$ cat config.mk
export PLATFORM = sky130hd
export DESIGN_NAME = execute_stage_mdu
export DESIGN_NICKNAME = d
export VERILOG_FILES = /design/src/rtl/execute_stage_mdu.sv
export SDC_FILE = /design/constraint.sdc
export NUM_CORES = 2
export LEC_CHECK = 0
export CORE_ASPECT_RATIO = 0.8
export CORE_MARGIN = 4
export CORE_UTILIZATION = 50
export CTS_CLUSTER_SIZE = 28
export DETAILED_ROUTE_END_ITERATION = 6
export PLACE_DENSITY = 0.71
export SLEW_MARGIN = 5
export SYNTH_ARGS = -nofsm -noshare
export SYNTH_HDL_FRONTEND = slang
export SYNTH_SLANG_ARGS = --single-unit
$ cat constraint.sdc
create_clock -name clk -period 10.45 [get_ports clk]
set_input_delay 2.6125 -clock clk [delete_from_list [all_inputs] [get_ports clk]]
set_output_delay 2.6125 -clock clk [all_outputs]
set_load 0.01 [all_outputs]
$ cat src/rtl/execute_stage_mdu.sv
// Execute stage: operand forwarding, ALU, branch/jump resolution, EX/MEM register
// and an iterative multiply/divide unit that stalls the pipe through busy_e.
module execute_stage_mdu #(
  parameter int unsigned XLEN    = 32,
  parameter int unsigned REG_AW  = 5,
  parameter int unsigned MUL_LAT = 2
) (
  input  logic              clk,
  input  logic              rst,
  input  logic [XLEN-1:0]   rd1_e,
  input  logic [XLEN-1:0]   rd2_e,
  input  logic [XLEN-1:0]   pc_e,
  input  logic [XLEN-1:0]   pc_plus4_e,
  input  logic [XLEN-1:0]   imm_e,
  input  logic [REG_AW-1:0] rd_e,
  input  logic [XLEN-1:0]   result_w,
  input  logic [1:0]        forward_a_e,
  input  logic [1:0]        forward_b_e,
  input  logic              alu_src_e,
  input  logic [3:0]        alu_control_e,
  input  logic              md_en_e,
  input  logic [2:0]        md_op_e,
  input  logic              reg_write_e,
  input  logic              mem_write_e,
  input  logic              jump_e,
  input  logic              branch_e,
  input  logic [1:0]        result_src_e,
  input  logic              flush_e,
  output logic              busy_e,
  output logic [XLEN-1:0]   pc_target_e,
  output logic              pc_src_e,
  output logic [XLEN-1:0]   alu_result_m,
  output logic [XLEN-1:0]   write_data_m,
  output logic [XLEN-1:0]   pc_plus4_m,
  output logic [REG_AW-1:0] rd_m,
  output logic              reg_write_m,
  output logic              mem_write_m,
  output logic [1:0]        result_src_m
);

  localparam int unsigned SHW  = $clog2(XLEN);
  localparam int unsigned NMAX = (MUL_LAT > XLEN) ? MUL_LAT : XLEN;
  localparam int unsigned CW   = $clog2(NMAX + 1);

  localparam logic [1:0] S_IDLE = 2'd0;
  localparam logic [1:0] S_RUN  = 2'd1;
  localparam logic [1:0] S_DONE = 2'd2;

  localparam logic [CW-1:0] DIV_LOAD = CW'(XLEN - 1);
  localparam logic [CW-1:0] MUL_LOAD = CW'(MUL_LAT - 1);

  logic [XLEN-1:0] w_src_a;
  logic [XLEN-1:0] w_src_b_pre;
  logic [XLEN-1:0] w_src_b;
  logic [XLEN-1:0] w_alu_result;
  logic            w_zero;

  always_comb begin
    w_src_a = rd1_e;
    case (forward_a_e)
      2'b01:   w_src_a = result_w;
      2'b10:   w_src_a = alu_result_m;
      default: w_src_a = rd1_e;
    endcase
  end

  always_comb begin
    w_src_b_pre = rd2_e;
    case (forward_b_e)
      2'b01:   w_src_b_pre = result_w;
      2'b10:   w_src_b_pre = alu_result_m;
      default: w_src_b_pre = rd2_e;
    endcase
  end

  assign w_src_b = alu_src_e ? imm_e : w_src_b_pre;

  always_comb begin
    w_alu_result = '0;
    case (alu_control_e)
      4'd0: w_alu_result = w_src_a + w_src_b;
      4'd1: w_alu_result = w_src_a - w_src_b;
      4'd2: w_alu_result = w_src_a & w_src_b;
      4'd3: w_alu_result = w_src_a | w_src_b;
      4'd4: w_alu_result = w_src_a ^ w_src_b;
      4'd5: w_alu_result = {{(XLEN-1){1'b0}}, $signed(w_src_a) < $signed(w_src_b)};
      4'd6: w_alu_result = {{(XLEN-1){1'b0}}, w_src_a < w_src_b};
      4'd7: w_alu_result = w_src_a << w_src_b[SHW-1:0];
      4'd8: w_alu_result = w_src_a >> w_src_b[SHW-1:0];
      4'd9: w_alu_result = XLEN'($signed(w_src_a) >>> w_src_b[SHW-1:0]);
      default: w_alu_result = '0;
    endcase
  end

  assign w_zero      = (w_alu_result == '0);
  assign pc_target_e = pc_e + imm_e;

  logic [1:0]        r_state;
  logic [CW-1:0]     r_cnt;
  logic [2:0]        r_op;
  logic [2*XLEN-1:0] r_prod;
  logic [XLEN-1:0]   r_quo;
  logic [XLEN-1:0]   r_rem;
  logic [XLEN-1:0]   r_dvs;
  logic              r_neg_q;
  logic              r_neg_r;
  logic              r_special;

  logic              w_start;
  logic              w_is_div;
  logic              w_is_rem;
  logic              w_signed_div;
  logic              w_div_zero;
  logic              w_ovf;
  logic              w_special;
  logic              w_n_one;
  logic [XLEN-1:0]   w_spec_res;
  logic [XLEN-1:0]   w_a_mag;
  logic [XLEN-1:0]   w_b_mag;
  logic              w_a_sgn;
  logic              w_b_sgn;
  logic [2*XLEN-1:0] w_ma;
  logic [2*XLEN-1:0] w_mb;
  logic [2*XLEN-1:0] w_mprod;

  assign w_is_div     = md_op_e[2];
  assign w_is_rem     = md_op_e[1];
  assign w_signed_div = ~md_op_e[0];
  assign w_div_zero   = (w_src_b_pre == '0);
  assign w_ovf        = w_signed_div && (w_src_a == {1'b1, {(XLEN-1){1'b0}}}) &&
                        (w_src_b_pre == '1);
  assign w_special    = w_is_div && (w_div_zero || w_ovf);
  assign w_n_one      = w_special || (!w_is_div && (MUL_LAT == 1));
  assign w_spec_res   = w_div_zero ? (w_is_rem ? w_src_a : '1)
                                   : (w_is_rem ? '0 : w_src_a);

  assign w_a_mag = (w_signed_div && w_src_a[XLEN-1]) ? -w_src_a : w_src_a;
  assign w_b_mag = (w_signed_div && w_src_b_pre[XLEN-1]) ? -w_src_b_pre : w_src_b_pre;

  // Sign-extending to 2*XLEN lets one unsigned multiplier serve all four
  // signedness combinations; the product is correct modulo 2^(2*XLEN).
  assign w_a_sgn = (md_op_e == 3'd1) || (md_op_e == 3'd2);
  assign w_b_sgn = (md_op_e == 3'd1);
  assign w_ma    = {{XLEN{w_a_sgn & w_src_a[XLEN-1]}}, w_src_a};
  assign w_mb    = {{XLEN{w_b_sgn & w_src_b_pre[XLEN-1]}}, w_src_b_pre};
  assign w_mprod = w_ma * w_mb;

  assign w_start = rst && (r_state == S_IDLE) && md_en_e && !flush_e;
  assign busy_e  = w_start || (rst && (r_state == S_RUN) && !flush_e);
  assign pc_src_e = !busy_e && !flush_e && ((w_zero && branch_e) || jump_e);

  // The first restoring step runs in the start cycle on the fresh magnitudes,
  // so XLEN steps finish by the time DONE is reached.
  logic [XLEN-1:0] w_d_rem_in;
  logic [XLEN-1:0] w_d_quo_in;
  logic [XLEN-1:0] w_d_dvs;
  logic [XLEN:0]   w_d_sh;
  logic [XLEN:0]   w_d_diff;
  logic            w_d_ge;
  logic [XLEN-1:0] w_d_rem_nxt;
  logic [XLEN-1:0] w_d_quo_nxt;

  assign w_d_rem_in  = (r_state == S_IDLE) ? '0 : r_rem;
  assign w_d_quo_in  = (r_state == S_IDLE) ? w_a_mag : r_quo;
  assign w_d_dvs     = (r_state == S_IDLE) ? w_b_mag : r_dvs;
  assign w_d_sh      = {w_d_rem_in, w_d_quo_in[XLEN-1]};
  assign w_d_diff    = w_d_sh - {1'b0, w_d_dvs};
  assign w_d_ge      = ~w_d_diff[XLEN];
  assign w_d_rem_nxt = w_d_ge ? w_d_diff[XLEN-1:0] : w_d_sh[XLEN-1:0];
  assign w_d_quo_nxt = {w_d_quo_in[XLEN-2:0], w_d_ge};

  always_ff @(posedge clk or negedge rst) begin
    if (!rst) begin
      r_state   <= S_IDLE;
      r_cnt     <= '0;
      r_op      <= '0;
      r_prod    <= '0;
      r_quo     <= '0;
      r_rem     <= '0;
      r_dvs     <= '0;
      r_neg_q   <= 1'b0;
      r_neg_r   <= 1'b0;
      r_special <= 1'b0;
    end else if (flush_e) begin
      r_state <= S_IDLE;
    end else begin
      case (r_state)
        S_IDLE: begin
          if (md_en_e) begin
            r_op      <= md_op_e;
            r_prod    <= w_special ? {{XLEN{1'b0}}, w_spec_res} : w_mprod;
            r_special <= w_special;
            r_neg_q   <= w_signed_div && (w_src_a[XLEN-1] ^ w_src_b_pre[XLEN-1]);
            r_neg_r   <= w_signed_div && w_src_a[XLEN-1];
            r_dvs     <= w_b_mag;
            r_rem     <= w_d_rem_nxt;
            r_quo     <= w_d_quo_nxt;
            r_cnt     <= w_is_div ? DIV_LOAD : MUL_LOAD;
            r_state   <= w_n_one ? S_DONE : S_RUN;
          end
        end
        S_RUN: begin
          r_rem <= w_d_rem_nxt;
          r_quo <= w_d_quo_nxt;
          r_cnt <= r_cnt - 1'b1;
          if (r_cnt == CW'(1)) r_state <= S_DONE;
        end
        S_DONE:  r_state <= S_IDLE;
        default: r_state <= S_IDLE;
      endcase
    end
  end

  logic [XLEN-1:0] w_md_result;

  always_comb begin
    w_md_result = '0;
    if (r_special) begin
      w_md_result = r_prod[XLEN-1:0];
    end else if (r_op[2]) begin
      if (r_op[1]) w_md_result = r_neg_r ? -r_rem : r_rem;
      else         w_md_result = r_neg_q ? -r_quo : r_quo;
    end else if (r_op[1:0] == 2'd0) begin
      w_md_result = r_prod[XLEN-1:0];
    end else begin
      w_md_result = r_prod[2*XLEN-1:XLEN];
    end
  end

  always_ff @(posedge clk or negedge rst) begin
    if (!rst) begin
      alu_result_m <= '0;
      write_data_m <= '0;
      pc_plus4_m   <= '0;
      rd_m         <= '0;
      reg_write_m  <= 1'b0;
      mem_write_m  <= 1'b0;
      result_src_m <= '0;
    end else if (flush_e || busy_e) begin
      alu_result_m <= '0;
      write_data_m <= '0;
      pc_plus4_m   <= '0;
      rd_m         <= '0;
      reg_write_m  <= 1'b0;
      mem_write_m  <= 1'b0;
      result_src_m <= '0;
    end else begin
      alu_result_m <= (r_state == S_DONE) ? w_md_result : w_alu_result;
      write_data_m <= w_src_b_pre;
      pc_plus4_m   <= pc_plus4_e;
      rd_m         <= rd_e;
      reg_write_m  <= reg_write_e;
      mem_write_m  <= mem_write_e;
      result_src_m <= result_src_e;
    end
  end

endmodule
==> impl_metrics.ini <==
[run_status]
outcome = complete, but fails checks
violations = max-capacitance violations, max-slew violations, negative setup slack

[place]
place_congestion = 1.13
port_buffers = 357
dp_hpwl_um = 258000

[floorplan]
start_util_pct = 50.6
die-area_um2 = 137000
fp.dieH_um = 332
fp.dieW_um = 413
rows = 118
ios = 358
core-area_um2 = 130000

[sta]
fin_crit_sh_pct = 105
setup_ws_ns = -0.518
finClkSkew_ns = 0.0399
worst_pin_slew_ns = 1.62
whs_ns = 0.482
finalHoldViolations = 0
setup_violations = 26
rsz0062_at_grt = yes
max_freq_ghz = 0.0912
slew_viol_final = 11
relSlewSlack_pct = -8.09
min_period_ns = 10.97

[clocking]
cts_made_buffers = 36
root_buffer = clkbuf_16
cts.clk_slew.worst_paths_ns = 0.06
holdBufCountCts = 0
cts_max_path_buffers = 3
clock_latency_ns = 0.66
htreeDepth = 2
cts_tree = done
cts_sinks = 279

[synthesis]
yosysWarnings = 0
synth.distinct_cells = 99
synthAdderAreaFrac_pct = 42.2
synth_xor_area_share_pct = 3.36
syn_inst = 8008
synth_ff_type = dfrtp_1
synth_top_area_cell = fa_1
syn_area_um2 = 65700
ys_async_sr_fraction_pct = 100
ys_seq_elements = 279
synth_top_family_by_area = adder cells
synth_simple_gate_area_share_pct = 16.1
synth_enable_flop_cells = 0
synth.area.mux_share_pct = 2.00
synth_area_per_cell_um2 = 8.20
syn_nets = 9740
synth_top_area_share_pct = 34.4
ys_seq_area_share_pct = 10.6
synth-compound-area-share_pct = 15.3
synthTopCellsByArea = fa_1 (34%), dfrtp_1 (11%), ha_1 (7.3%)

[route]
postRouteAntennaNets = 0
drtPass1Iterations = 7
drt_iter0_markers = 8968
post_drt_wl_per_cell_um = 28.2
wl_um = 316000
drc_errors = 0
vias = 68028
avgViaCountPerCell = 6.07

[final_layout]
final_common_cell = buf_4
area_growth_pct = 32.0
final_cell_mix = buf_4 (1300), inv_1 (1170), nand2_1 (1131)
layout.nets = 11144
layout-drive-gt1-share_pct = 22.3

[min_path]
hp-class = reg -> reg
min_path_cells = 2

[worst_setup_path]
cp.arrival_ns = 8.36
cp-start-kind = input port
path_class = in -> out
worstPathMaxFanout = 38
r2r_cells = 34
end_kind = output port
crit_required_ns = 7.84

[global_route]
grt_pass1_vias = 67349
gr-usage-all-layers_pct = 45.3
grt_antenna_before_repair = 16
grt_pass1_wl_um = 457000
grt_max_degree = 105
overflow = 0

[job]
drv_cap = 9
routing by layer:
| metal | GRT usage, % | share of wire (%) |
|---|---|---|
| met1 | 60.6 | 38 |
| met3 | 24.1 | 18 |
| met5 | 3.87 | 0.28 |
| met4 | 23.6 | 6.7 |
| met2 | 58.1 | 38 |
synthesized netlist by cell type (all sizes together) (67+ instances only):
cell / n
and2: 86
a21o: 75
a211oi: 78
nor2: 809
a21oi: 358
nor3: 86
o22ai: 90
dfrtp: 279
clkbuf: 392
a22oi: 76
nand3: 67
o21ai: 409
nand2: 1150
fa: 1129
buf: 121
inv: 1246
mux2i: 121
ha: 384
xnor2: 193
repair_timing:
item,CTS,global route
cloned,5,3
setup endpoints to repair,45,33
resized for setup,326,187
setup buffers,132,41
pin swaps,134,141
cells by family after synthesis:
| kind of cell | count (synthesis) |
|---|---|
| DFF | 279 |
| and+or+nand+nor | 2480 |
| muxes | 129 |
| xor gates and xnor gates | 252 |
| AOI/OAI and AO/OA | 1556 |
| adders and majority gates | 1543 |
| buffers and inverters | 1769 |
state kept, by name (all words and copies together), names as in the netlist:
name and cells:
write_data_m 32, alu_result_m 32, mem_write_m 1, r_op 3
r_neg_q 1, rd_m 5, r_prod 64, r_state 2
pc_plus4_m 32, result_src_m 2, r_dvs 32, reg_write_m 1
r_quo 32, r_neg_r 1, r_rem 32, r_cnt 6
r_special 1
metrics by stage:
stage	cell area (um2)	TNS, ns	setup slack [ns]	instances	utilization [%]
after floorplan	66600	-5.27	-0.495	8008	-
after global placement	81800	-59.24	-1.74	10950	62.9
after detailed placement	81800	-61.68	-1.75	10950	62.9
after CTS	85700	-2.67	-0.302	11145	65.9
after global routing	86700	-12.31	-0.639	11187	66.7
final	86700	-7.19	-0.518	11200	66.7
critical path: stages:
cell,delay (ns)
clkdlybuf4s50_1,0.51
a22o_1,0.32
buf_4,0.17
o211ai_4,0.21
buf_4,0.54
buf_4,0.43
mux2i_1,0.23
buf_4,0.18
o22a_1,0.30
buf_4,0.18
o2111ai_1,0.10
a32oi_1,0.38
nand3_1,0.30
nor4_1,0.52
nand4_1,0.15
nor4_1,0.21
nand4_1,0.16
nor4_1,0.19
a41o_1,0.33
clkdlybuf4s15_2,0.27
path summary, 6_finish.rpt:
path | startpoint | endpoint | slack, ns
worst max-delay path | result_w[0] | pc_src_e | -0.52
worst min-delay path | r_dvs[0] | r_dvs[0] | 0.48
worst max register to register | alu_result_m[16] | r_prod[53] | 1.63
worst min register to register | r_dvs[0] | r_dvs[0] | 0.48
max in group asynchronous | rst | r_prod[58] | 6.19
min in group asynchronous | rst | write_data_m[1] | 1.95
final cells by class:
class / count / area (um2)
Antenna cell: 21 / 52.6
Clock buffer: 42 / 953
Clock inverter: 23 / 270
Fill cell: 10569 / 43200
Inverter: 1256 / 4780
Multi-Input combinational cell: 5960 / 54200
Sequential cell: 279 / 6980
Tap cell: 1740 / 2180
Timing Repair Buffer: 1879 / 17300
Power is not shown: default switching activity piles up to over one toggle a cycle in this logic, so the estimate is an artifact.
